--- config.mk ---
export PLATFORM = sky130hd
export DESIGN_NAME = sar_avg_fifo
export DESIGN_NICKNAME = d
export VERILOG_FILES = /design/src/rtl/sar_avg_fifo.sv
export SDC_FILE = /design/constraint.sdc
export NUM_CORES = 1
export LEC_CHECK = 0
export BUFFER_PORTS_ARGS = -buffer_cell sky130_fd_sc_hd__buf_2
export CORE_ASPECT_RATIO = 1.4
export CORE_UTILIZATION = 53
export CTS_BUF_LIST = sky130_fd_sc_hd__clkbuf_16
export CTS_CLUSTER_SIZE = 16
export DETAILED_ROUTE_END_ITERATION = 8
export PLACE_DENSITY = 0.81
export SLEW_MARGIN = 5
export SYNTH_ARGS = -nofsm -noshare
export SYNTH_HDL_FRONTEND = slang
export SYNTH_SLANG_ARGS = --single-unit
--- constraint.sdc ---
create_clock -name clk -period 2.95 [get_ports clk]
set_input_delay 0.59 -clock clk [delete_from_list [all_inputs] [get_ports clk]]
set_output_delay 0.59 -clock clk [all_outputs]
set_load 0.01 [all_outputs]
--- src/rtl/sar_avg_fifo.sv ---
// SAR result averager feeding a small first-word fall-through FIFO.
// Averages 2^AVG_LOG2 conversions per word; drops words on overflow and sets a sticky flag.
module sar_avg_fifo #(
  parameter int AVG_LOG2 = 2,
  parameter int DEPTH    = 4
) (
  input  logic                     clk,
  input  logic                     rest,
  input  logic                     ena,
  input  logic [5:0]               din,
  input  logic                     din_vld,
  input  logic                     dout_rdy,
  input  logic                     clr_ovf,
  output logic [5:0]               dout,
  output logic                     dout_vld,
  output logic [$clog2(DEPTH):0]   fill,
  output logic                     ovf
);

  localparam int AW = 6 + AVG_LOG2;
  localparam int CW = (AVG_LOG2 > 0) ? AVG_LOG2 : 1;
  localparam int PW = $clog2(DEPTH);
  localparam int FW = PW + 1;
  localparam logic [CW-1:0] CMAX = CW'((1 << AVG_LOG2) - 1);

  logic [AW-1:0] acc_q, acc_d, sum;
  logic [CW-1:0] cnt_q, cnt_d;
  logic [5:0]    avg;
  logic          push;

  logic [5:0]    mem_q [DEPTH];
  logic [5:0]    mem_d [DEPTH];
  logic [PW-1:0] wptr_q, wptr_d;
  logic [PW-1:0] rptr_q, rptr_d;
  logic [FW-1:0] fill_q, fill_d;
  logic [5:0]    dout_q, dout_d;
  logic          ovf_q, ovf_d;
  logic          full, pop, wr;

  assign dout_vld = (fill_q != '0);
  assign full     = (fill_q == FW'(DEPTH));
  assign pop      = dout_vld & dout_rdy;
  assign wr       = push & (~full | pop);
  assign dout     = dout_q;
  assign fill     = fill_q;
  assign ovf      = ovf_q;

  // Accumulate samples; emit the truncated mean on the last one of a group.
  always_comb begin
    sum   = acc_q + AW'(din);
    avg   = 6'(sum >> AVG_LOG2);
    acc_d = acc_q;
    cnt_d = cnt_q;
    push  = 1'b0;
    if (!ena) begin
      acc_d = '0;
      cnt_d = '0;
    end else if (din_vld) begin
      if (cnt_q == CMAX) begin
        acc_d = '0;
        cnt_d = '0;
        push  = 1'b1;
      end else begin
        acc_d = sum;
        cnt_d = cnt_q + CW'(1);
      end
    end
  end

  // FIFO bookkeeping; the head register is reloaded from post-update state.
  always_comb begin
    mem_d = mem_q;
    if (wr) mem_d[wptr_q] = avg;
    wptr_d = wptr_q + PW'(wr);
    rptr_d = rptr_q + PW'(pop);
    fill_d = fill_q + FW'(wr) - FW'(pop);
    ovf_d  = (push & full & ~pop) | (ovf_q & ~clr_ovf);
    dout_d = dout_q;
    if (fill_d != '0) begin
      if (fill_q == FW'(pop)) dout_d = avg;
      else                    dout_d = mem_q[rptr_d];
    end
  end

  // State registers with asynchronous clear.
  always_ff @(posedge clk or negedge rest) begin
    if (!rest) begin
      acc_q  <= '0;
      cnt_q  <= '0;
      wptr_q <= '0;
      rptr_q <= '0;
      fill_q <= '0;
      dout_q <= '0;
      ovf_q  <= 1'b0;
      for (int i = 0; i < DEPTH; i++) mem_q[i] <= '0;
    end else begin
      acc_q  <= acc_d;
      cnt_q  <= cnt_d;
      wptr_q <= wptr_d;
      rptr_q <= rptr_d;
      fill_q <= fill_d;
      dout_q <= dout_d;
      ovf_q  <= ovf_d;
      mem_q  <= mem_d;
    end
  end

endmodule

# [Yosys cells after proc, flatten, opt, wreduce, memory -nomap -nowiden]
# Cells that the tools add are included.
[classes] addsub=6 bitwise=12 n_eq_ne=4 reduce_logical=3 magnitude_cmp=3 mux=16
[op_table] operator="24-bit bitwise mux" count=1
[op_table] operator="6-bit two-way mux" count=4
[op_table] operator="8-bit two-way mux" count=3
[op_table] operator="6-bit binary-select mux with 2-bit select" count=1
[op_table] operator="6-bit demux with 2-bit select" count=1
[op_table] operator="8-bit by 6-bit adder with 8-bit output" count=1
[op_table] operator="3-bit >= comparator, second input constant" count=2
[op_table] operator="2-bit two-way mux" count=3
[op_table] operator="2-bit NOT with 3-bit output" count=2
[op_table] operator="3-bit nonzero test" count=2
[op_table] operator="1-bit AND" count=5
[op_table] operator="2-bit by 1-bit adder with 2-bit output" count=2
[op_table] operator="3-bit by 1-bit adder with 3-bit output" count=1
[op_table] operator="3-bit by 1-bit equality test with 1-bit output" count=1
[op_table] operator="3-bit equality test, second input constant" count=1
[op_table] operator="3-bit by 1-bit < comparator with 1-bit output, second input constant" count=1
[op_table] operator="1-bit two-way mux" count=3
[op_table] operator="1-bit NOT" count=3
[op_table] operator="3-bit by 1-bit subtractor with 3-bit output" count=1
[op_table] operator="2-bit by 1-bit adder with 2-bit output, second input constant" count=1
[op_table] operator="2-bit equality test, second input constant" count=1
[op_table] operator="2-bit by 1-bit inequality test with 1-bit output, second input constant" count=1
[op_table] operator="1-bit bitwise OR" count=2
[op_table] operator="1-bit logical AND" count=1
[word_totals] inputBits=12 regBits=48 out_inout_bits=11 word_cells=55

# [Logic depth before layout (Yosys ltp)]
# Gate-level depths: netlist of run 1.
[logic_depth] depth_word=8 mapped_depth=12 ltp_nobuf=12

# [Worst setup path before layout of run 1]
# Ideal clock, no wire load.
[synth_path] path_type="input -> register" startpoint="in dout_rdy" endpoint="reg dout_q[4] (netlist: dout[4])" stages=11 setup_time_ns=0.126 path_buffers=0 t_arrival_ns=2.902 setup_slack_ns=-0.078 required_time_ns=2.824 cell_sequence="or4b_1 -> nand2b_2 -> ha_1 -> inv_1 -> ha_1 -> fa_1 -> xnor3_1 -> nor3_4 -> nor2_2 -> and2_0 -> a221o_1"
[synth_between] elab_cells_between_ends=13 cone_classes="add/sub: 3; eq/ne: 1; mux: 4; bitwise: 4; reduce/logical: 1"
[synth_rtl] element="start, declared" line_no="12" rtl="input logic dout_rdy,"
[synth_rtl] element="1-bit AND *" line_no="42" rtl="assign pop = dout_vld & dout_rdy;"
[synth_rtl] element="1-bit bitwise OR" line_no="43" rtl="assign wr = push & (~full | pop);"
[synth_rtl] element="1-bit AND" line_no="43"
[synth_rtl] element="3-bit by 1-bit adder with 3-bit output" line_no="76" rtl="fill_d = fill_q + FW'(wr) - FW'(pop);"
[synth_rtl] element="3-bit by 1-bit subtractor with 3-bit output *" line_no="76"
[synth_rtl] element="via fill_d[2]" line_no="35" rtl="logic [FW-1:0] fill_q, fill_d;"
[synth_rtl] element="3-bit nonzero test *" line_no="79" rtl="if (fill_d != '0) begin"
[synth_rtl] element="end signal, assigned" line_no="102" rtl="dout_q <= dout_d;"
[synth_rtl] element="end, declared" line_no="36" rtl="logic [5:0] dout_q, dout_d;"
# The timed path passes the listed nets; every way through them passes the cells marked *. The select of a mux whose other input is x is not followed.
# A chain may end at the register's enable or synchronous reset.

# [Worst setup path after layout of run 1]
[layout_path] startpoint="reg fill_q[2] (netlist: fill[2])" endpoint="reg dout_q[4] (netlist: dout[4])"
[layout_between] elab_cells_between_ends=16 cone_classes="add/sub: 3; eq/ne: 2; mux: 4; bitwise: 5; reduce/logical: 2"
[layout_rtl] element="start, declared" line_no="35"
[layout_rtl] element="start signal, assigned" line_no="101" rtl="fill_q <= fill_d;"
[layout_rtl] element="3-bit nonzero test or 3-bit equality test (tied branches)" line_no="40, 41"
[layout_rtl] element="1-bit AND or 1-bit NOT (tied branches)" line_no="42, 43"
[layout_rtl] element="1-bit bitwise OR" line_no="43"
[layout_rtl] element="1-bit AND" line_no="43"
[layout_rtl] element="3-bit by 1-bit adder with 3-bit output" line_no="76"
[layout_rtl] element="3-bit by 1-bit subtractor with 3-bit output *" line_no="76"
[layout_rtl] element="via fill_d[2]" line_no="35"
[layout_rtl] element="3-bit nonzero test *" line_no="79"
# Marks and branches as above.

==> summary.md, run 1 <==
| Metric | Value |
|---|---|
| Status | completed |
| Synth warn | 0 |
| Die W | ~60 um |
| DR iter-0 viols | 39 |
| FF-to-FF End | dout[4]$_DFFE_PN0P_ |
| HP Class | in2async |
| CTS resizes | 0 |
| Length of the first detailed-routing pass in iterations | 4 |
| Worst EP arrival | approximately 3.0 ns |
| Largest area contributor in the netlist | dfrtp_1 |
| Sequential share of the synthesized area | around half |
| Clk sinks | 48 |
| RePlAce Congestion | a little over 0.7 |
| Pre-CTS WS | -0.0261 ns |
| Height of the chip | 82.4 um |
| Unrepaired setup endpoints after global routing | no |
| Post-synth EDFFs | 0 |
| Top FF cell, synth | dfrtp_1 |
| Max stage delay cell, worst path | dfrtp_1 |
| Final Max Slew Viols | 0 |
| Hold Vio Cnt, Final | 0 |
| Longest Clk Path Bufs | 2 |
| Non-filler instance count after layout | 286 |
| R2R Setup Slk | roughly 0.15 ns |
| Synth top area cells | dfrtp_1 49%, mux2_2 11%, ha_1 5.6% |
| Core Area | 4340 sq um |
| CTS tree | yes |
| Synthesized Nets | 212 |
| Kind of critical path | reg2reg |
| Clk_lat worst skew | ~0.28 ns |
| Sw Ratio | about a third |
| Compound-Gate Fraction of Synth Area | under 10% |
| Hpwl dp | approximately 3300 um |
| Sw power | approximately 0.00071 W |
| Shortest period the worst path allows | 2.80 ns |
| Internal | roughly 0.0015 W |
| Max_cap viols | 0 |
| Buffers on Ports | 22 |
| Clock Pin Slew Worst Setup and Hold Paths | roughly 0.060 ns |
| Distinct cells, synth | 44 |
| R2R cell count | 11 |
| Combinational fraction of design power | 36.3% |
| XOR/XNOR share of the synthesized area | approximately 3% |
| CP endpoint kind | flip-flop |
| Worst r2r src | fill[2]$_DFF_PN0_ |
| Post-synthesis register bit count | 48 |
| Leakage | 1.43 nW |
| Total CTS buffers | 5 |
| Largest net degree at the start of global routing | 34 |
| Post-synth ARST share | between 90% and 100% |
| CTS root buf | clkbuf_16 |
| Fmax | 0.357 GHz |
| Pin slew with the least headroom to its limit | around 0.53 ns |
| Area delta synth->final | 18.0% |
| Tcrit/Tclk final | 95.1% |
| Flop pwr share | roughly 40% |
| Worst path cell trace | or3_4, and2_1, ha_4, inv_2, ha_4, fa_2, xnor3_1, nor3_4, nor2_2, and2_0, a221o_1 |
| Fin Hold WS | approximately 0.21 ns |
| Post-synthesis mux area share | ~18% |
| Max incr delay on CP | about 0.43 ns |
| WL/cell | about 15 um |
| Starting Density | between 50% and 60% |
| Setup-failing EPs final | 0 |
| Vias | around 1600 |
| Worst VDD drop | 515 uV |
| Syn avg cell area | 13.1 sq um |
| Gr usage total | 20.6% |
| CP required | between 3 and 4 ns |
| Clk_skew | ~0.0056 ns |
| Gr ovfl total | 0 |
| Max FO, Critical Path | 5 |
| Diode count | 0 |
| Global-route wire length before repair | between 7000 and 8000 um |
| Initial antenna violation count | 0 |
| Slew headroom | between 60 and 70% |
| Cells after synthesis | between 150 and 200 |
| Post-CTS Setup Bufs | 0 |
| Util after Layout | around two thirds |
| Most used cell, CP | ha_4 |
| Setup Total Neg Slack | 0 ns |
| Post-CTS Hold Buffers | 0 |
| Vias in the first global route | around 1700 |
| # IOs | 23 |
| Fin nets | 250 |
| Vias per cell | approximately 5.6 |
| Layout cells sized above 1 | a little under two fifths |
| DRC Markers | 0 |
| Final worst slack | between 0.1 and 0.15 ns |
| H-tree levels | 2 |
| Die ar. | a little under 5000 sq um |
| Synthesized area | ~2400 sq um |
| Cells after DPL | 278 |
| Site Rows | 28 |
| Top-area cell type share of the netlist area | between 40% and 50% |
| Post-Synth Simple-Gate Area | 11.4% |
| ANT nets after route | 0 |
| Post-Route WL | around 4300 um |
| Synth Area in Adders | between 7 and 8% |
| Largest family of logic cells by synthesized area | multiplexers |
| PD cells | roughly 760 nW/um^2 |
| Clock network power share | between 20% and 30% |
| CP Launch Type | flip-flop |
-- layout by cell type (no fill, tap or decap), types with 3 or more instances in the layout --
| master | synthesis | layout |
|---|---|---|
| inv_1 | 9 | 8 |
| buf_4 | 0 | 11 |
| a22oi_1 | 6 | 6 |
| nor2b_1 | 7 | 7 |
| clkbuf_16 | 0 | 5 |
| nand2_1 | 8 | 8 |
| xor2_1 | 4 | 4 |
| mux2_2 | 24 | 24 |
| mux4_2 | 6 | 6 |
| ha_1 | 11 | 9 |
| dfrtp_1 | 48 | 48 |
| nor3b_1 | 3 | 3 |
| a21oi_1 | 4 | 4 |
| mux2i_1 | 3 | 3 |
| buf_2 | 0 | 22 |
| and2_1 | 4 | 4 |
| a21o_1 | 3 | 3 |
| nand3_1 | 3 | 3 |
| o21ai_0 | 5 | 5 |
-- final cells by class --
type	count	area (sq um)
multi-input combinational	127	1240
inverter	10	37.5
sequential	48	1200
fill	353	1460
tap	60	75.1
clock buffer	5	125
timing repair buffer	33	193
clock inverter	3	13.8
-- how the worst max path moves through the flow --
stage,startpoint,end
2_1_floorplan,dout_rdy,dout[4]$_DFFE_PN0P_
3_3_place_gp,dout_rdy,dout[4]$_DFFE_PN0P_
3_5_place_dp,dout_rdy,dout[4]$_DFFE_PN0P_
4_1_cts,fill[2]$_DFF_PN0_,dout[4]$_DFFE_PN0P_
5_1_grt,fill[2]$_DFF_PN0_,dout[4]$_DFFE_PN0P_
6_report,fill[2]$_DFF_PN0_,dout[4]$_DFFE_PN0P_
-- sequential cells by signal, summed over array words and instances (netlist names) --
register,cells
mem_q,24
acc_q,8
dout,6
fill,3
cnt_q,2
rptr_q,2
wptr_q,2
ovf,1
-- power by group through the flow --
stage	Combinational [W]	Clock, W	Sequential, W
2_1_floorplan	0.000521	0	0.000881
3_3_place_gp	0.000782	0	0.000861
3_5_place_dp	0.000802	0	0.000870
4_1_cts	0.000806	0.000546	0.000859
5_1_grt	0.000884	0.000569	0.000872
6_report	0.000796	0.000537	0.000856
-- worst max-delay path, delay by kind of cell (launching register included) --
| family | cells | cell delay [ns] |
|---|---|---|
| adder cells (fa/ha/maj) | 3 | 0.73 |
| buffers and inverters | 1 | 0.03 |
| XOR/XNOR | 1 | 0.23 |
| flip-flops | 1 | 0.43 |
| AND/OR/NAND/NOR | 5 | 1.00 |
| AO/OA/AOI/OAI | 1 | 0.26 |
-- metal layers --
layer | vias to the layer above | share of wire (%) | GRT usage, %
met1 | 784 | 42 | 24.7
met5 | - | 0 | 0
met3 | 4 | 2.9 | 2.96
li1 | 769 | - | -
met4 | 0 | 1.1 | 8.10
met2 | 36 | 54 | 36.9
-- metrics by stage --
step / power [W] / instance area (sq um)
global route: 0.00233 / 2890
floorplan: 0.00140 / 2490
CTS: 0.00221 / 2890
finish: 0.00219 / 2890
global placement: 0.00164 / 2750
detailed placement: 0.00167 / 2750
-- synthesized netlist by cell type (3+ instances only) --
library cell,n
dfrtp_1,48
mux2_2,24
ha_1,11
inv_1,9
nand2_1,8
nor2b_1,7
a22oi_1,6
mux4_2,6
o21ai_0,5
a21oi_1,4
and2_1,4
xor2_1,4
a21o_1,3
mux2i_1,3
nand3_1,3
nor3b_1,3
-- cells by family (layout without fill, tap and decap cells) --
family,Yosys count,count (layout)
flip-flops,48,48
AND/OR/NAND/NOR,42,42
multiplexers,33,33
AO/OA/AOI/OAI,32,32
adder cells (fa/ha/maj),13,13
buffers and inverters,12,51
XOR/XNOR,7,7
No activity file was read; power rests on OpenSTA's default activity.
==> run 2: changes to the inputs <==
--- a/config.mk
+++ b/config.mk
@@ -7,11 +7,10 @@
 export LEC_CHECK = 0
 export BUFFER_PORTS_ARGS = -buffer_cell sky130_fd_sc_hd__buf_2
 export CORE_ASPECT_RATIO = 1.4
-export CORE_UTILIZATION = 53
+export CORE_UTILIZATION = 54
 export CTS_BUF_LIST = sky130_fd_sc_hd__clkbuf_16
-export CTS_CLUSTER_SIZE = 16
 export DETAILED_ROUTE_END_ITERATION = 8
-export PLACE_DENSITY = 0.81
+export PLACE_DENSITY = 0.8
 export SLEW_MARGIN = 5
 export SYNTH_ARGS = -nofsm -noshare
 export SYNTH_HDL_FRONTEND = slang
==> constraint.sdc (replaced) <==
create_clock -name clk -period 3.1 [get_ports clk]
set_input_delay 0.62 -clock clk [delete_from_list [all_inputs] [get_ports clk]]
set_output_delay 0.62 -clock clk [all_outputs]
set_load 0.01 [all_outputs]
==> run 2 against run 1 <==
Against the previous run: cell area fell by 2.4%; count of clock-buffer cells in the layout unchanged; maximum frequency decreased by 2.7%; non-clock buffer count down 4; combinational power decreased by 12%; clock power is 4.7% lower; global-route usage increased by 0.84 points; flip-flop and latch count unchanged; critical path type unchanged; largest power group unchanged.
==> summary.md, run 2 (synthesis gave the netlist of run 1 again) <==
| Metric | Value |
|---|---|
| Hpwl dp | 3130 um (was 3300 um) |
| Combinational fraction of design power | 34.6% (was 36.3%) |
| # IOs | 23 (unchanged) |
| Buffers on Ports | 22 (unchanged) |
| DR iter-0 viols | 41 (was 39) |
| Fin area | 2820 sq um (was 2890 sq um) |
| Max FO, Critical Path | 6 (was 5) |
| Vias | 1618 (was 1593) |
| Max_cap viols | 0 (unchanged) |
| Worst VDD drop | 395 uV (was 515 uV) |
| CTS tree | yes (unchanged) |
| Leakage | 1.40 nW (was 1.43 nW) |
| CTS root buf | clkbuf_16 (unchanged) |
| Height of the chip | 81.7 um (was 82.4 um) |
| WHS Path Cells | 2 |
| Clock Pin Slew Worst Setup and Hold Paths | 0.06 ns (about the same) |
| Die W | 58.9 um (was 59.4 um) |
| Area delta synth->final | 15.1% (was 18.0%) |
| Commonest non-fill, non-tap cells in the layout | 48 x dfrtp_1, 24 x mux2_2, 22 x buf_2 (unchanged) |
| Shortest period the worst path allows | 2.88 ns (was 2.80 ns) |
| R2R Setup Slk | 0.22 ns (was 0.15 ns) |
| Pin slew with the least headroom to its limit | 1.04 ns (was 0.533 ns) |
| Die ar. | 4810 sq um (was 4900 sq um) |
| CP endpoint kind | flip-flop (unchanged) |
| Gr usage total | 21.5% (was 20.6%) |
| Most common cell after layout, fill and taps aside | dfrtp_1 (unchanged) |
| Pre-CTS WS | -0.00854 ns (was -0.0261 ns) |
| Flop pwr share | 40.1% (was 39.1%) |
| Setup-failing EPs final | 0 (unchanged) |
| FF-to-FF End | dout[4]$_DFFE_PN0P_ (unchanged) |
| ANT nets after route | 0 (unchanged) |
| R2R cell count | 11 (unchanged) |
| H-tree levels | 2 (unchanged) |
| Longest Clk Path Bufs | 2 (unchanged) |
| Site Rows | 28 (unchanged) |
| Post-Route WL | 4390 um (was 4320 um) |
| Post-CTS Hold Buffers | 0 (unchanged) |
| Largest net degree at the start of global routing | 49 (was 34) |
| Sw power | 0.000669 W (was 0.000714 W) |
| HP Class | reg2reg (was in2async) |
| Fin nets | 246 (was 250) |
| Gr ovfl total | 0 (unchanged) |
| Clk_skew | 0.00431 ns (was 0.00563 ns) |
| Diode count | 0 (unchanged) |
| Vias in the first global route | 1690 (was 1660) |
| Hold wc startpoint | dout[1]$_DFFE_PN0P_ |
| Max FFs per register | 24 (unchanged) |
| Tcrit/Tclk final | 93.0% (was 95.1%) |
| Starting Density | 57.3% (was 56.4%) |
| Global-route wire length before repair | 7580 um (was 7480 um) |
| Vias per cell | 5.74 (was 5.57) |
| Sw Ratio | 33.1% (was 32.6%) |
| Final worst slack | 0.218 ns (was 0.146 ns) |
| Non-filler instance count after layout | 282 (was 286) |
| WL/cell | 15.6 um (was 15.1 um) |
| Total CTS buffers | 5 (unchanged) |
| Fmax | 0.347 GHz (was 0.357 GHz) |
| Power Total | 0.00202 W (was 0.00219 W) |
| Hold Vio Cnt, Final | 0 (unchanged) |
| Clk_lat worst skew | 0.28 ns (about the same) |
| CP Launch Type | flip-flop (unchanged) |
| CP required | 3.27 ns (was 3.11 ns) |
| Worst EP arrival | 3.05 ns (was 2.97 ns) |
| Internal | 0.00136 W (was 0.00148 W) |
| Register with the most flip-flops | mem_q (unchanged) |
| Status | completed (unchanged) |
| PD cells | 718 nW/um^2 (was 758 nW/um^2) |
| Final Max Slew Viols | 0 (unchanged) |
| Layout cells sized above 1 | 33.3% (was 37.6%) |
| Core Area | 4270 sq um (was 4340 sq um) |
| Post-CTS Setup Bufs | 0 (unchanged) |
| Post-DP Area | 2680 sq um (was 2750 sq um) |
| Util after Layout | 66.0% (was 66.5%) |
| DRC Markers | 0 (unchanged) |
| Worst r2r src | fill[1]$_DFF_PN0_ (was fill[2]$_DFF_PN0_) |
| Kind of critical path | reg2reg (unchanged) |
| Initial antenna violation count | 0 (unchanged) |
| Clock network power share | 25.3% (was 24.5%) |
| Cells after DPL | 274 (was 278) |
| Unrepaired setup endpoints after global routing | no (unchanged) |
| Hold Path Sink | dout[1]$_DFFE_PN0P_ |
| CTS resizes | 0 (unchanged) |
| RePlAce Congestion | 0.745 (was 0.718) |
| Slew headroom | 30.5% (was 64.3%) |
| Clk sinks | 48 (unchanged) |
| Length of the first detailed-routing pass in iterations | 4 (unchanged) |
-- run 2: cell type report --
cell class,instances,area [sq um]
clock buffers,5,125
clock inverters,3,15.0
fillers,338,1460
inverters,10,37.5
multi-input cells,127,1200
flip-flops and latches,48,1200
well taps,60,75.1
repair buffers,29,163
-- run 2: worst max-delay path by stage --
| stage | startpoint | endpoint | slack (ns) | cells past startpoint |
|---|---|---|---|---|
| detailed placement | dout_rdy | dout[4]$_DFFE_PN0P_ | -0.009 | 12 |
| global placement | dout_rdy | dout[4]$_DFFE_PN0P_ | 0.05 | 11 |
| floorplan | dout_rdy | dout[4]$_DFFE_PN0P_ | 0.04 | 11 |
| finish | fill[1]$_DFF_PN0_ | dout[4]$_DFFE_PN0P_ | 0.22 | 11 |
| global route | fill[1]$_DFF_PN0_ | dout[4]$_DFFE_PN0P_ | 0.08 | 11 |
| CTS | fill[1]$_DFF_PN0_ | dout[4]$_DFFE_PN0P_ | 0.21 | 11 |
-- run 2: worst max-delay path: stages, from the launching register on --
cell and delay, ns:
dfrtp_1 0.42, or3_1 0.39, and2_1 0.19, ha_1 0.27, inv_1 0.03, ha_1 0.18, fa_1 0.37, xnor3_1 0.24
nor3_4 0.18, nor2_2 0.08, and2_0 0.15, a221o_1 0.26
-- run 2: per-stage QoR --
| step | hold slack [ns] | setup TNS, ns |
|---|---|---|
| after CTS | 0.492 | 0 |
| after global routing | 0.510 | 0 |
| after detailed placement | 0.470 | -0.00854 |
| after floorplan | 0.324 | 0 |
| after global placement | 0.449 | 0 |
| final | 0.482 | 0 |
-- run 2: layer usage --
layer  share of wire (%)  global-route usage, %  vias up
met5                   0                      0        -
met4                 2.4                   9.52        0
met1                  41                   24.2      812
met2                  53                   38.9       34
li1                    -                      -      761
met3                 2.8                   4.09       11
-- run 2: power by group through the flow --
stage                     logic [W]  registers (W)  clock network, W
after floorplan            0.000469       0.000832                 0
after global placement     0.000681       0.000819                 0
after detailed placement   0.000698       0.000823                 0
after CTS                  0.000709       0.000813          0.000521
after global routing       0.000779       0.000826          0.000544
final                      0.000700       0.000813          0.000512
==> run 3: changes to the inputs <==
--- a/config.mk
+++ b/config.mk
@@ -5,13 +5,15 @@
 export SDC_FILE = /design/constraint.sdc
 export NUM_CORES = 1
 export LEC_CHECK = 0
+export ABC_AREA = 1
 export BUFFER_PORTS_ARGS = -buffer_cell sky130_fd_sc_hd__buf_2
 export CORE_ASPECT_RATIO = 1.4
 export CORE_UTILIZATION = 54
 export CTS_BUF_LIST = sky130_fd_sc_hd__clkbuf_16
 export DETAILED_ROUTE_END_ITERATION = 8
-export PLACE_DENSITY = 0.8
+export PLACE_DENSITY = 0.79
 export SLEW_MARGIN = 5
 export SYNTH_ARGS = -nofsm -noshare
 export SYNTH_HDL_FRONTEND = slang
 export SYNTH_SLANG_ARGS = --single-unit
+export TNS_END_PERCENT = 20
==> run 3 against run 2 <==
Against the previous run: wire length grew 26%; cell count grew 47%; sequential power up 6.9%; die area is 11% higher; flip-flop and latch count unchanged; register-to-register slack improved by 0.33 ns; clock skew rose by 0.0026 ns; synthesized area rose by 11%; global-route usage grew 2.9 points; clock power up 37%; synthesized cell count is 75% higher; critical endpoint is now dout[0]$_DFFE_PN0P_; highest routed layer unchanged.
==> summary.md, run 3 <==
| Metric | Value |
|---|---|
| Status | completed (unchanged) |
| Unrepaired setup endpoints after global routing | no (unchanged) |
| Most common cell after layout, fill and taps aside | nand2_1 (was dfrtp_1) |
| H-tree levels | 2 (unchanged) |
| Worst VDD drop | 344 uV (was 395 uV) |
| PD cells | 845 nW/um^2 (was 718 nW/um^2) |
| CTS root buf | clkbuf_16 (unchanged) |
| Fin area | 3050 sq um (was 2820 sq um) |
| Starting Density | 56.3% (was 57.3%) |
| Kind of critical path | in2reg (was reg2reg) |
| Vias per cell | 5.29 (was 5.74) |
| Setup Total Neg Slack | 0 ns (unchanged) |
| Area delta synth->final | 11.8% (was 15.1%) |
| Register with the most flip-flops | mem_q (unchanged) |
| Cells after synthesis | 328 (was 187) |
| HP Class | reg2reg (unchanged) |
| Post-CTS Hold Buffers | 0 (unchanged) |
| Post-Route WL | 5520 um (was 4390 um) |
| Synthesized Nets | 353 (was 212) |
| Largest area contributor in the netlist | dfrtp_1 (unchanged) |
| Leakage | 1.59 nW (was 1.40 nW) |
| Synth cell count leaders | 89 x nand2_1, 50 x inv_1, 48 x dfrtp_1, 32 x o21ai_0, 28 x nand3_1 (was 48 x dfrtp_1, 24 x mux2_2, 11 x ha_1, 9 x inv_1, 8 x nand2_1) |
| Hold wc startpoint | dout[2]$_DFFE_PN0P_ (was dout[1]$_DFFE_PN0P_) |
| CTS tree | yes (unchanged) |
| R2R Setup Slk | 0.55 ns (was 0.22 ns) |
| Total CTS buffers | 5 (unchanged) |
| Gr usage total | 24.4% (was 21.5%) |
| Power Total | 0.00258 W (was 0.00202 W) |
| CP Launch Type | input pin (was flip-flop) |
| Height of the chip | 86.1 um (was 81.7 um) |
| Post-synthesis register bit count | 48 (unchanged) |
| ANT nets after route | 0 (unchanged) |
| Non-filler instance count after layout | 415 (was 282) |
| Hold Vio Cnt, Final | 0 (unchanged) |
| CP endpoint kind | flip-flop (unchanged) |
| WHS Path Cells | 2 (unchanged) |
| Max FO, Critical Path | 11 (was 6) |
| Post-synth ARST share | 100% (unchanged) |
| Fin nets | 375 (was 246) |
| Crit path from | ena (was fill[1]$_DFF_PN0_) |
| Fmax | 0.391 GHz (was 0.347 GHz) |
| Distinct cells, synth | 31 (was 44) |
| CTS resizes | 0 (unchanged) |
| Max stage delay cell, worst path | fa_1 (was dfrtp_1) |
| Synth warn | 0 (unchanged) |
| Longest Clk Path Bufs | 2 (unchanged) |
| Die ar. | 5340 sq um (was 4810 sq um) |
| R2R cell count | 13 (was 11) |
| Clk_lat worst skew | 0.29 ns (was 0.28 ns) |
| Syn avg cell area | 8.31 sq um (was 13.1 sq um) |
| Largest net degree at the start of global routing | 49 (unchanged) |
| Worst path cell trace | buf_2, nand2_2, nor2_4, nand2_4, ha_1, inv_1, ha_1, fa_1, nand3b_1, nand3_2, inv_1, nand2_1, nand2_1 (was or3_1, and2_1, ha_1, inv_1, ha_1, fa_1, xnor3_1, nor3_4, nor2_2, and2_0, a221o_1) |
| Worst EP arrival | 2.74 ns (was 3.05 ns) |
| Clk sinks | 48 (unchanged) |
| Commonest non-fill, non-tap cells in the layout | 89 x nand2_1, 50 x inv_1, 48 x dfrtp_1 (was 48 x dfrtp_1, 24 x mux2_2, 22 x buf_2) |
| Die W | 62.0 um (was 58.9 um) |
| Max incr delay on CP | 0.39 ns (was 0.42 ns) |
| Most common cell in the netlist | nand2_1 (was dfrtp_1) |
| Final Max Slew Viols | 0 (unchanged) |
| Top-area cell type share of the netlist area | 44.1% (was 49.1%) |
| Synthesized area | 2730 sq um (was 2450 sq um) |
| Buffers on Ports | 22 (unchanged) |
| Clk_skew | 0.00690 ns (was 0.00431 ns) |
| Max FFs per register | 24 (unchanged) |
| CP required | 3.28 ns (was 3.27 ns) |
| Synth top area cells | dfrtp_1 44%, nand2_1 12%, inv_1 6.9% (was dfrtp_1 49%, mux2_2 11%, ha_1 5.6%) |
| Vias in the first global route | 2174 (was 1690) |
| Core Area | 4840 sq um (was 4270 sq um) |
| Worst r2r src | cnt_q[0]$_DFFE_PN0P_ (was fill[1]$_DFF_PN0_) |
| Layout cells sized above 1 | 16.0% (was 33.3%) |
| Initial antenna violation count | 0 (unchanged) |
| Clock Pin Slew Worst Setup and Hold Paths | 0.06 ns (about the same) |
| Gr ovfl total | 0 (unchanged) |
| CP endpoint | dout[0]$_DFFE_PN0P_ (was dout[4]$_DFFE_PN0P_) |
| Vias | 2195 (was 1618) |
| Top FF cell, synth | dfrtp_1 (unchanged) |
| Site Rows | 30 (was 28) |
| Cells after DPL | 407 (was 274) |
| DR iter-0 viols | 116 (was 41) |
| Post-synth EDFFs | 0 (unchanged) |
| Shortest period the worst path allows | 2.56 ns (was 2.88 ns) |
| Fillers | 417 (was 338) |
| Length of the first detailed-routing pass in iterations | 4 (unchanged) |
| Hpwl dp | 3950 um (was 3130 um) |
| Sequential share of the synthesized area | 44.1% (was 49.1%) |
| Final worst slack | 0.541 ns (was 0.218 ns) |
| Tcrit/Tclk final | 82.5% (was 93.0%) |
| RePlAce Congestion | 0.872 (was 0.745) |
| Setup-failing EPs final | 0 (unchanged) |
| Post-DP Area | 2850 sq um (was 2680 sq um) |
| FF-to-FF End | dout[0]$_DFFE_PN0P_ (was dout[4]$_DFFE_PN0P_) |
| Pre-CTS WS | 0.277 ns (was -0.00854 ns) |
| Post-CTS Setup Bufs | 0 (unchanged) |
| DRC Markers | 0 (unchanged) |
| Pin slew with the least headroom to its limit | 1.04 ns (about the same) |
| Max_cap viols | 0 (unchanged) |
| Diode count | 0 (unchanged) |
| Global-route wire length before repair | 9690 um (was 7580 um) |
| WL/cell | 13.3 um (was 15.6 um) |
| # IOs | 23 (unchanged) |
| Slew headroom | 30.4% (was 30.5%) |
-- run 3: cell types whose count changed in the layout (fill, tap and decap cells not counted), moves of 7 or more --
cell	delta
nor2_1	+10
o21ai_2	+8
buf_4	-7
nor2b_1	-7
nand2_1	+81
mux2_2	-24
nand3_1	+25
o21ai_0	+27
inv_1	+40
-- run 3: final cells by class --
type | count | area (sq um) | area share, %
Sequential cell | 48 | 1200 | 39.4
Tap cell | 64 | 80.1 | 2.63
Multi-Input combinational cell | 221 | 1270 | 41.6
Clock buffer | 5 | 125 | 4.11
Clock inverter | 3 | 68.8 | 2.26
Timing Repair Buffer | 22 | 110 | 3.61
Inverter | 52 | 195 | 6.40
-- run 3: critical path: cells and delay by family --
kind,cells,cell delay [ns]
fa+ha+maj,3,0.87
buf+inv,3,0.35
simple gates,7,0.90
-- run 3: worst min path at each step --
stage / slack, ns / end
final: 0.48 / dout[2]$_DFFE_PN0P_
after floorplan: 0.32 / acc_q[0]$_DFFE_PN0P_
after CTS: 0.48 / dout[2]$_DFFE_PN0P_
after global placement: 0.46 / dout[2]$_DFFE_PN0P_
after detailed placement: 0.46 / dout[2]$_DFFE_PN0P_
after global routing: 0.52 / ovf$_DFF_PN0_
-- run 3: cell families (layout without fill, tap and decap cells) --
family | Yosys count | count (layout) | share of synthesized area (%)
simple gates | 149 | 149 | 26.9
buf+inv | 59 | 82 | 9.41
compound gates | 57 | 57 | 12.5
flops | 48 | 48 | 44.1
fa+ha+maj | 13 | 13 | 6.52
xor+xnor | 2 | 2 | 0.643
-- run 3: per-layer routing --
metal | track usage [%] | vias up | routed length [um]
li1 | - | 1097 | -
met1 | 30.3 | 1038 | 2400
met2 | 39.9 | 44 | 2830
met3 | 4.52 | 16 | 143
met4 | 10.9 | 0 | 142
met5 | 0 | - | 0
-- run 3: metrics by stage --
step,hold slack (ns),utilization [%]
final,0.475,62.9
after global routing,0.517,62.9
after CTS,0.481,62.9
after detailed placement,0.464,58.9
after global placement,0.461,58.9
after floorplan,0.324,-
-- run 3: power by group --
part	total, W	internal [W]	leakage (nW)	switching (W)
registers	0.000869	0.000775	0.561	0.0000934
logic	0.00101	0.000349	0.937	0.000658
clock network	0.000699	0.000465	0.0944	0.000235
total	0.00258	0.00159	1.59	0.000986
